$ cat src/rtl/store_byte_narrower.sv
// Narrows a store value to byte/half/word and writes it LSB-first, one byte per acked bus transfer.
// Latency nbytes+1 cycles with ack high; req_ready low while busy, bus outputs held until bus_ack.
module store_byte_narrower #(
  parameter int DATA_WIDTH = 32,
  parameter int ADDR_WIDTH = 32,
  parameter int LANE_WIDTH = 8
) (
  input  logic                  CLK,
  input  logic                  RST,
  input  logic                  req_valid,
  output logic                  req_ready,
  input  logic [ADDR_WIDTH-1:0] req_addr,
  input  logic [DATA_WIDTH-1:0] req_data,
  input  logic [1:0]            req_size,
  output logic                  bus_we,
  output logic [ADDR_WIDTH-1:0] bus_addr,
  output logic [LANE_WIDTH-1:0] bus_byte,
  input  logic                  bus_ack,
  output logic                  done,
  output logic                  narrow_ovf,
  output logic                  misalign_err
);

  localparam int NLANES = DATA_WIDTH / LANE_WIDTH;
  localparam int IDX_W  = (NLANES > 1) ? $clog2(NLANES) : 1;
  localparam int NB_W   = $clog2(NLANES + 1);

  typedef enum logic [1:0] {
    S_IDLE  = 2'd0,
    S_WRITE = 2'd1,
    S_DONE  = 2'd2,
    S_ERR   = 2'd3
  } state_t;

  state_t                state_q, state_d;
  logic [ADDR_WIDTH-1:0] base_q, base_d;
  logic [DATA_WIDTH-1:0] data_q, data_d;
  logic [NB_W-1:0]       nbytes_q, nbytes_d;
  logic [IDX_W-1:0]      idx_q, idx_d;
  logic                  bus_we_q, bus_we_d;
  logic [ADDR_WIDTH-1:0] bus_addr_q, bus_addr_d;
  logic [LANE_WIDTH-1:0] bus_byte_q, bus_byte_d;
  logic                  done_q, done_d;
  logic                  narrow_ovf_q, narrow_ovf_d;
  logic                  misalign_err_q, misalign_err_d;

  logic [IDX_W-1:0]      idx_inc;
  logic                  last_byte;

  function automatic logic [NB_W-1:0] size_bytes(input logic [1:0] sz);
    logic [NB_W-1:0] nb;
    case (sz)
      2'b00:   nb = NB_W'(1);
      2'b01:   nb = NB_W'(2);
      default: nb = NB_W'(NLANES);
    endcase
    return nb;
  endfunction

  function automatic logic is_misaligned(input logic [ADDR_WIDTH-1:0] addr,
                                         input logic [1:0]            sz);
    logic bad;
    case (sz)
      2'b00:   bad = 1'b0;
      2'b01:   bad = addr[0];
      2'b10:   bad = |addr[1:0];
      default: bad = 1'b1;
    endcase
    return bad;
  endfunction

  // Every discarded bit must replicate the sign bit of the kept portion.
  function automatic logic narrow_overflow(input logic [DATA_WIDTH-1:0] d,
                                           input logic [NB_W-1:0]       nb);
    logic ovf;
    logic sgn;
    int   keep;
    ovf  = 1'b0;
    keep = LANE_WIDTH * int'(nb);
    if (keep > 0 && keep < DATA_WIDTH) begin
      sgn = d[keep-1];
      for (int i = 0; i < DATA_WIDTH; i++) begin
        if (i >= keep && d[i] != sgn) begin
          ovf = 1'b1;
        end
      end
    end
    return ovf;
  endfunction

  function automatic logic [LANE_WIDTH-1:0] lane_of(input logic [DATA_WIDTH-1:0] d,
                                                    input logic [IDX_W-1:0]      i);
    return d[LANE_WIDTH*int'(i) +: LANE_WIDTH];
  endfunction

  assign idx_inc   = idx_q + IDX_W'(1);
  assign last_byte = (NB_W'(idx_q) == (nbytes_q - NB_W'(1)));

  always_comb begin
    state_d        = state_q;
    base_d         = base_q;
    data_d         = data_q;
    nbytes_d       = nbytes_q;
    idx_d          = idx_q;
    bus_we_d       = bus_we_q;
    bus_addr_d     = bus_addr_q;
    bus_byte_d     = bus_byte_q;
    done_d         = 1'b0;
    narrow_ovf_d   = 1'b0;
    misalign_err_d = 1'b0;
    req_ready      = (state_q == S_IDLE);

    case (state_q)
      S_IDLE: begin
        if (req_valid) begin
          if (is_misaligned(req_addr, req_size)) begin
            state_d        = S_ERR;
            misalign_err_d = 1'b1;
          end else begin
            state_d    = S_WRITE;
            base_d     = req_addr;
            data_d     = req_data;
            nbytes_d   = size_bytes(req_size);
            idx_d      = '0;
            bus_we_d   = 1'b1;
            bus_addr_d = req_addr;
            bus_byte_d = req_data[LANE_WIDTH-1:0];
          end
        end
      end
      S_WRITE: begin
        if (bus_ack) begin
          if (last_byte) begin
            state_d      = S_DONE;
            done_d       = 1'b1;
            narrow_ovf_d = narrow_overflow(data_q, nbytes_q);
            idx_d        = '0;
            bus_we_d     = 1'b0;
            bus_addr_d   = '0;
            bus_byte_d   = '0;
          end else begin
            // Address arithmetic wraps naturally at the top of the address space.
            idx_d      = idx_inc;
            bus_addr_d = base_q + ADDR_WIDTH'(idx_inc);
            bus_byte_d = lane_of(data_q, idx_inc);
          end
        end
      end
      S_DONE:  state_d = S_IDLE;
      S_ERR:   state_d = S_IDLE;
      default: state_d = S_IDLE;
    endcase
  end

  always_ff @(posedge CLK or negedge RST) begin
    if (!RST) begin
      state_q        <= S_IDLE;
      base_q         <= '0;
      data_q         <= '0;
      nbytes_q       <= '0;
      idx_q          <= '0;
      bus_we_q       <= 1'b0;
      bus_addr_q     <= '0;
      bus_byte_q     <= '0;
      done_q         <= 1'b0;
      narrow_ovf_q   <= 1'b0;
      misalign_err_q <= 1'b0;
    end else begin
      state_q        <= state_d;
      base_q         <= base_d;
      data_q         <= data_d;
      nbytes_q       <= nbytes_d;
      idx_q          <= idx_d;
      bus_we_q       <= bus_we_d;
      bus_addr_q     <= bus_addr_d;
      bus_byte_q     <= bus_byte_d;
      done_q         <= done_d;
      narrow_ovf_q   <= narrow_ovf_d;
      misalign_err_q <= misalign_err_d;
    end
  end

  assign bus_we       = bus_we_q;
  assign bus_addr     = bus_addr_q;
  assign bus_byte     = bus_byte_q;
  assign done         = done_q;
  assign narrow_ovf   = narrow_ovf_q;
  assign misalign_err = misalign_err_q;

endmodule

$ cat config.mk
export PLATFORM = sky130hd
export DESIGN_NAME = store_byte_narrower
export DESIGN_NICKNAME = d
export VERILOG_FILES = /design/src/rtl/store_byte_narrower.sv
export SDC_FILE = /design/constraint.sdc
export NUM_CORES = 1
export LEC_CHECK = 0
export ABC_AREA = 1
export ABC_CLOCK_PERIOD_IN_PS = 2200
export BUFFER_PORTS_ARGS = -buffer_cell sky130_fd_sc_hd__buf_2
export CAP_MARGIN = 10
export CORE_MARGIN = 2
export CORE_UTILIZATION = 50
export CTS_CLUSTER_DIAMETER = 150
export DETAILED_ROUTE_END_ITERATION = 16
export PLACE_DENSITY = 0.76
export SYNTH_ARGS = -nofsm -noshare
export SYNTH_HDL_FRONTEND = slang
export SYNTH_SLANG_ARGS = --single-unit
$ cat constraint.sdc
create_clock -name CLK -period 2.2 [get_ports CLK]
set_clock_uncertainty 0.15 [all_clocks]
set_input_delay 0.11 -clock CLK [delete_from_list [all_inputs] [get_ports CLK]]
set_output_delay 0.11 -clock CLK [all_outputs]
set_load 0.05 [all_outputs]
== After elaboration in Yosys (flattened, before gate mapping) ==
Cells that the tools add are included.

* Add/subtract/negate cells: 4
* Magnitude comparators: 35
* Muxes and demuxes: 74
* Reduce and logical (&&, ||, !) cells: 42
* Bitwise logic cells: 1
* Shifts and indexed selects: 1
* Equality and inequality tests: 42

{| class="wikitable"
|+ Operators with widths
! operator !! number
|-
| 2-to-1 mux 32 bit || 4
|-
| >= comparator 5 x 6 -> 1 bit (first input constant) || 16
|-
| one-hot mux 32 bit (2 select lines) || 1
|-
| 2-to-1 mux 1 bit || 50
|-
| >= comparator 4 x 6 -> 1 bit (first input constant) || 8
|-
| logical AND 1 bit || 33
|-
| adder 32 x 2 -> 32 bit || 1
|-
| 2-to-1 mux 8 bit || 4
|-
| != test 1 bit || 32
|-
| variable part select 32 x 6 -> 8 bit || 1
|-
| >= comparator 3 x 6 -> 1 bit (first input constant) || 4
|-
| 2-to-1 mux 2 bit || 8
|-
| one-hot mux 8 bit (2 select lines) || 1
|-
| >= comparator 1 x 6 -> 1 bit (first input constant) || 2
|-
| >= comparator 2 x 6 -> 1 bit (first input constant) || 2
|-
| != test 2 bit (second input constant) || 4
|-
| < comparator 7 bit (second input constant) || 1
|-
| subtractor 6 x 1 -> 7 bit (second input constant) || 1
|-
| == test 2 bit (second input constant) || 3
|-
| greater-than comparator 6 x 1 -> 1 bit (second input constant) || 1
|-
| < comparator 6 bit (second input constant) || 1
|-
| one-hot mux 2 bit (3 select lines) || 1
|-
| one-hot mux 3 bit (2 select lines) || 1
|-
| AND reduction 3 bit || 2
|-
| other kinds (14) || 17
|}

* Bits in registers: 115
* Bits of input ports: 70
* Logic and storage cells: 210

== Depth between registers and ports, before layout ==
* Depth in word-level cells: 42
* Depth in mapped cells: 14
* Depth with buffers taken out: 14

== Worst setup path before layout ==
OpenSTA, ideal clock, no wires.

* Path kind: reg2reg
* From: register idx_q[0]
* To: register bus_addr_q[28] (netlist: bus_addr[28])
* Period minus slack after synthesis: 2.256 ns
* Data arrival time: 1.989 ns
* Setup slack: -0.056 ns
* Cell stages (with the launch flop): 14
* Path buffers: 1
* Path through: dfrtp_1 inv_1 buf_2 ha_1 inv_1 fa_1 nor2_2 nand3_2 nor2_4 nand2_2 nor2_1 nand2_1 nand3_1 nand2_1

* Cells in the longest elaborated chain, start to end: 5
* Elaborated cells between the ends (all ways): 6
* Those cells by class: add/sub (2); eq/ne (1); mux (3)

{| class="wikitable"
|+ RTL lines
! item !! RTL line !! source
|-
| start, declared || 39 || <nowiki>logic [IDX_W-1:0] idx_q, idx_d;</nowiki>
|-
| start signal, assigned || 173 || <nowiki>idx_q <= idx_d;</nowiki>
|-
| adder 2 x 1 -> 2 bit || 96 || <nowiki>assign idx_inc = idx_q + IDX_W'(1);</nowiki>
|-
| adder 32 x 2 -> 32 bit || 144 || <nowiki>bus_addr_d = base_q + ADDR_WIDTH'(idx_inc);</nowiki>
|-
| 2-to-1 mux 32 bit * || 133 || <nowiki>if (last_byte) begin</nowiki>
|-
| 2-to-1 mux 32 bit * || 132 || <nowiki>if (bus_ack) begin</nowiki>
|-
| one-hot mux 32 bit (2 select lines) * || 113 || <nowiki>case (state_q)</nowiki>
|-
| end signal, assigned || 175 || <nowiki>bus_addr_q <= bus_addr_d;</nowiki>
|-
| end, declared || 41 || <nowiki>logic [ADDR_WIDTH-1:0] bus_addr_q, bus_addr_d;</nowiki>
|}

Mark *: on every way between the ends. The rest lies on a longest branch, timed or not. The select of a mux whose other input is x is not followed.
A chain may end at the register's enable or synchronous reset.

== Worst setup path after layout ==
* From: register idx_q[0]
* To: register bus_addr_q[16] (netlist: bus_addr[16])

Same word-level chain as after synthesis.

==> flow_metrics.env <==
export IMPL_netlist_area_um2=6040
export IMPL_critPathArrivalTime_ps=2460
export IMPL_period_minus_slack_ps=2260
export IMPL_clk_latency_ps=410
export IMPL_failed_checks="negative setup slack"
export IMPL_clk_pin_slew_ps=50
export IMPL_hold_path_class="in -> async"
export IMPL_muxShareOfSynthArea_pct=0
export IMPL_yosysSeqAreaShare_pct=47.6
export IMPL_r2r_end="bus_addr[16]"
export IMPL_dpl_hpwl_mm=11.8
export IMPL_clockBufferDepth=2
export IMPL_start_util_pct=50.7
export IMPL_overflow=0
export IMPL_crit_slowest_cell="dfrtp_2"
export IMPL_tightest_slew_ps=944
export IMPL_placed_area_um2=6880
export IMPL_htree_num_levels=4
export IMPL_worstSetupStartpointType="register"
export IMPL_path_buf_inv=3
export IMPL_n_antenna_cell=0
export IMPL_die_x_um=114
export IMPL_drc=0
export IMPL_drtIter0Drc=567
export IMPL_p_leak_nw=4.29
export IMPL_max_stage_delay_ps=440
export IMPL_crit_path_cell_trace="nand2_2 -> inv_2 -> nor2_4 -> inv_2 -> fa_2 -> nor2_4 -> nand3_4 -> nor2_4 -> buf_4 -> xor2_1 -> nand2_1 -> nand3_2"
export IMPL_relSlewSlack_pct=36.8
export IMPL_dr_total_vias=6081
export IMPL_rr_worst_depth=12
export IMPL_synth_xor_area_share_pct=1.30
export IMPL_core_um2=11900
export IMPL_synth_seq_cells=115
export IMPL_yosys_warnings=0
export IMPL_synthTopCellsByArea="dfrtp_1, nand2_1, nand3_1"
export IMPL_cts_buffers=17
export IMPL_powerDensity_nw_per_um2=1570
export IMPL_async_flop_share_pct=100
export IMPL_grt_pass1_wl_mm=28.7
export IMPL_design_area_um2=8420
export IMPL_layout_drive_gt1_share_pct=24.6
export IMPL_final_hold_viol_count=0
export IMPL_rows=40
export IMPL_gp_congestion=0.936
export IMPL_ant_nets=0
export IMPL_ys_types=34
export IMPL_dr_pass1_iters=5
export IMPL_wl_per_cell_um=15.4
export IMPL_cp_max_fo=4
export IMPL_path_common_cell="nor2_4"
export IMPL_setup_tns_final_ps=-74.1
export IMPL_power_mw=13.2
export IMPL_post_synth_top_area_cell="dfrtp_1"
export IMPL_final_cell_mix="nand2_1, dfrtp_1, buf_2"
export IMPL_finalNonFillerCells=1162
export IMPL_dieArea_um2=13000
export IMPL_synth_area_per_cell_um2=7.71
export IMPL_drv_slew=0
export IMPL_r2r_setup_slack_ps=-60
export IMPL_ioPinCount=115
export IMPL_synth_ff_type="dfrtp_1"
export IMPL_grt_max_degree=61
export IMPL_yosys_area_share_simple_pct=33.0
export IMPL_ir_worst_vdd_v=0.00119
export IMPL_synth_top_family_by_area="simple AND/OR/NAND/NOR gates"
export IMPL_antenna_found_initial=0
export IMPL_rsz0062_at_grt="yes"
export IMPL_grt_pass1_vias=5901
export IMPL_worst_setup_path_type="reg -> reg"
export IMPL_setup_ws_ps=-56.5
export IMPL_synth_fp_nets=861
export IMPL_routed_via_density=5.23
export IMPL_numPortBuffers=114
export IMPL_setup_viol=2
export IMPL_cp_end_kind="register"
export IMPL_maxCapViolations=0
export IMPL_final_common_cell="nand2_1"
export IMPL_synth_top_area_share_pct=47.6
export IMPL_dp_cells=1044
export IMPL_syn_inst=784
export IMPL_areaGrowthSynthToFinish_pct=39.4
export IMPL_outcome="finished with violations"
export IMPL_nNetsFinal=1079
export IMPL_dieHeight_um=114
export IMPL_critPathRequiredTime_ps=2400
export IMPL_fin_crit_sh_pct=103
export IMPL_synth_edf_count=0
export IMPL_drt_wl_total_mm=17.9
export IMPL_tritoncts="yes"
export IMPL_synth_compound_area_share_pct=9.48
export IMPL_synthAdderAreaFrac_pct=1.57
export IMPL_fmax_mhz=443
export IMPL_crit_reg2reg_launch="idx_q[0]"
export IMPL_crit_family="simple AND/OR/NAND/NOR gates"
export IMPL_clock_root_buffer="clkbuf_16"
export IMPL_clock_sinks=115
export IMPL_grtUsageTotal_pct=28.2
==> Yosys cell counts (11+ instances only) <==
cell,n
buf_2,12
inv_1,69
nand3_1,62
o211ai_1,17
o21ai_1,12
nand2_2,11
nand2_1,295
dfrtp_1,115
o21ai_0,34
nor3_1,11
nand4_1,11
nor2_1,44
==> logic make-up (layout without fill, tap and decap cells) <==
family | count (synthesis) | after routing
adder cells (fa/ha/maj) | 7 | 7
flip-flops | 115 | 115
AND/OR/NAND/NOR | 457 | 458
XOR/XNOR | 9 | 9
AO/OA/AOI/OAI | 93 | 93
buffers and inverters | 103 | 333
==> through the flow <==
| step | utilization [%] | hold WS, ps | worst slack [ps] |
|---|---|---|---|
| after floorplan | - | -336 | 56.0 |
| after global placement | 57.7 | -115 | 11.3 |
| after detailed placement | 57.7 | -114 | -49.1 |
| after CTS | 68.5 | 119 | -8.69 |
| after global routing | 70.7 | 146 | -136 |
| final | 70.7 | 119 | -56.5 |
==> how the worst max path moves through the flow <==
| stage | from | to | slack [ps] | cells past startpoint |
|---|---|---|---|---|
| 4_1_cts | idx_q[0] | bus_addr[26] | -9 | 13 |
| 6_report | idx_q[0] | bus_addr[16] | -60 | 12 |
| 3_3_place_gp | idx_q[0] | bus_addr[25] | 10 | 12 |
| 2_1_floorplan | idx_q[0] | bus_addr[28] | 60 | 13 |
| 5_1_grt | idx_q[0] | bus_addr[16] | -140 | 12 |
| 3_5_place_dp | idx_q[0] | bus_addr[25] | -50 | 12 |
==> area by class of cell <==
class                      instances  area (um^2)
clock buffer                      28          517
fill                             907         3490
tap                              147          184
inverter                          81          304
sequential                       115         2880
multi-input combinational        567         2890
clock inverter                     4         45.0
timing repair buffer             220         1600
==> metal layers <==
layer,share of wire (%),global-route usage [%]
met1,45,37.5
met2,48,45.3
met3,4.7,6.43
met4,2.2,10.8
met5,0,0
==> power by group <==
group | internal (mW) | switching [mW]
Clock | 1.70 | 0.921
Sequential | 3.17 | 0.979
Combinational | 2.11 | 4.35
==> worst min-delay path: stages <==
cell           delay (ps)
dlygate4sd3_1         520
buf_4                 170
buf_4                 240
==> sequential cells by signal, indices dropped and copies added (netlist names) <==
signal,cells
base_q,32
bus_addr,32
bus_byte,8
bus_we,1
data_q,32
done,1
idx_q,2
misalign_err,1
narrow_ovf,1
nbytes_q,3
state_q,2
==> timing repair <==
| item | 4_1_cts | 5_1_grt |
|---|---|---|
| buffers inserted | 1 | 14 |
| resized for setup | 7 | 33 |
| cloned | 0 | 2 |
| endpoints found under the setup margin | 11 | 21 |
| hold endpoints to repair | 227 | 0 |
| hold buffers | 70 | 0 |
| pin swaps | 6 | 27 |
Note: power is estimated with default switching activity, not from simulation.
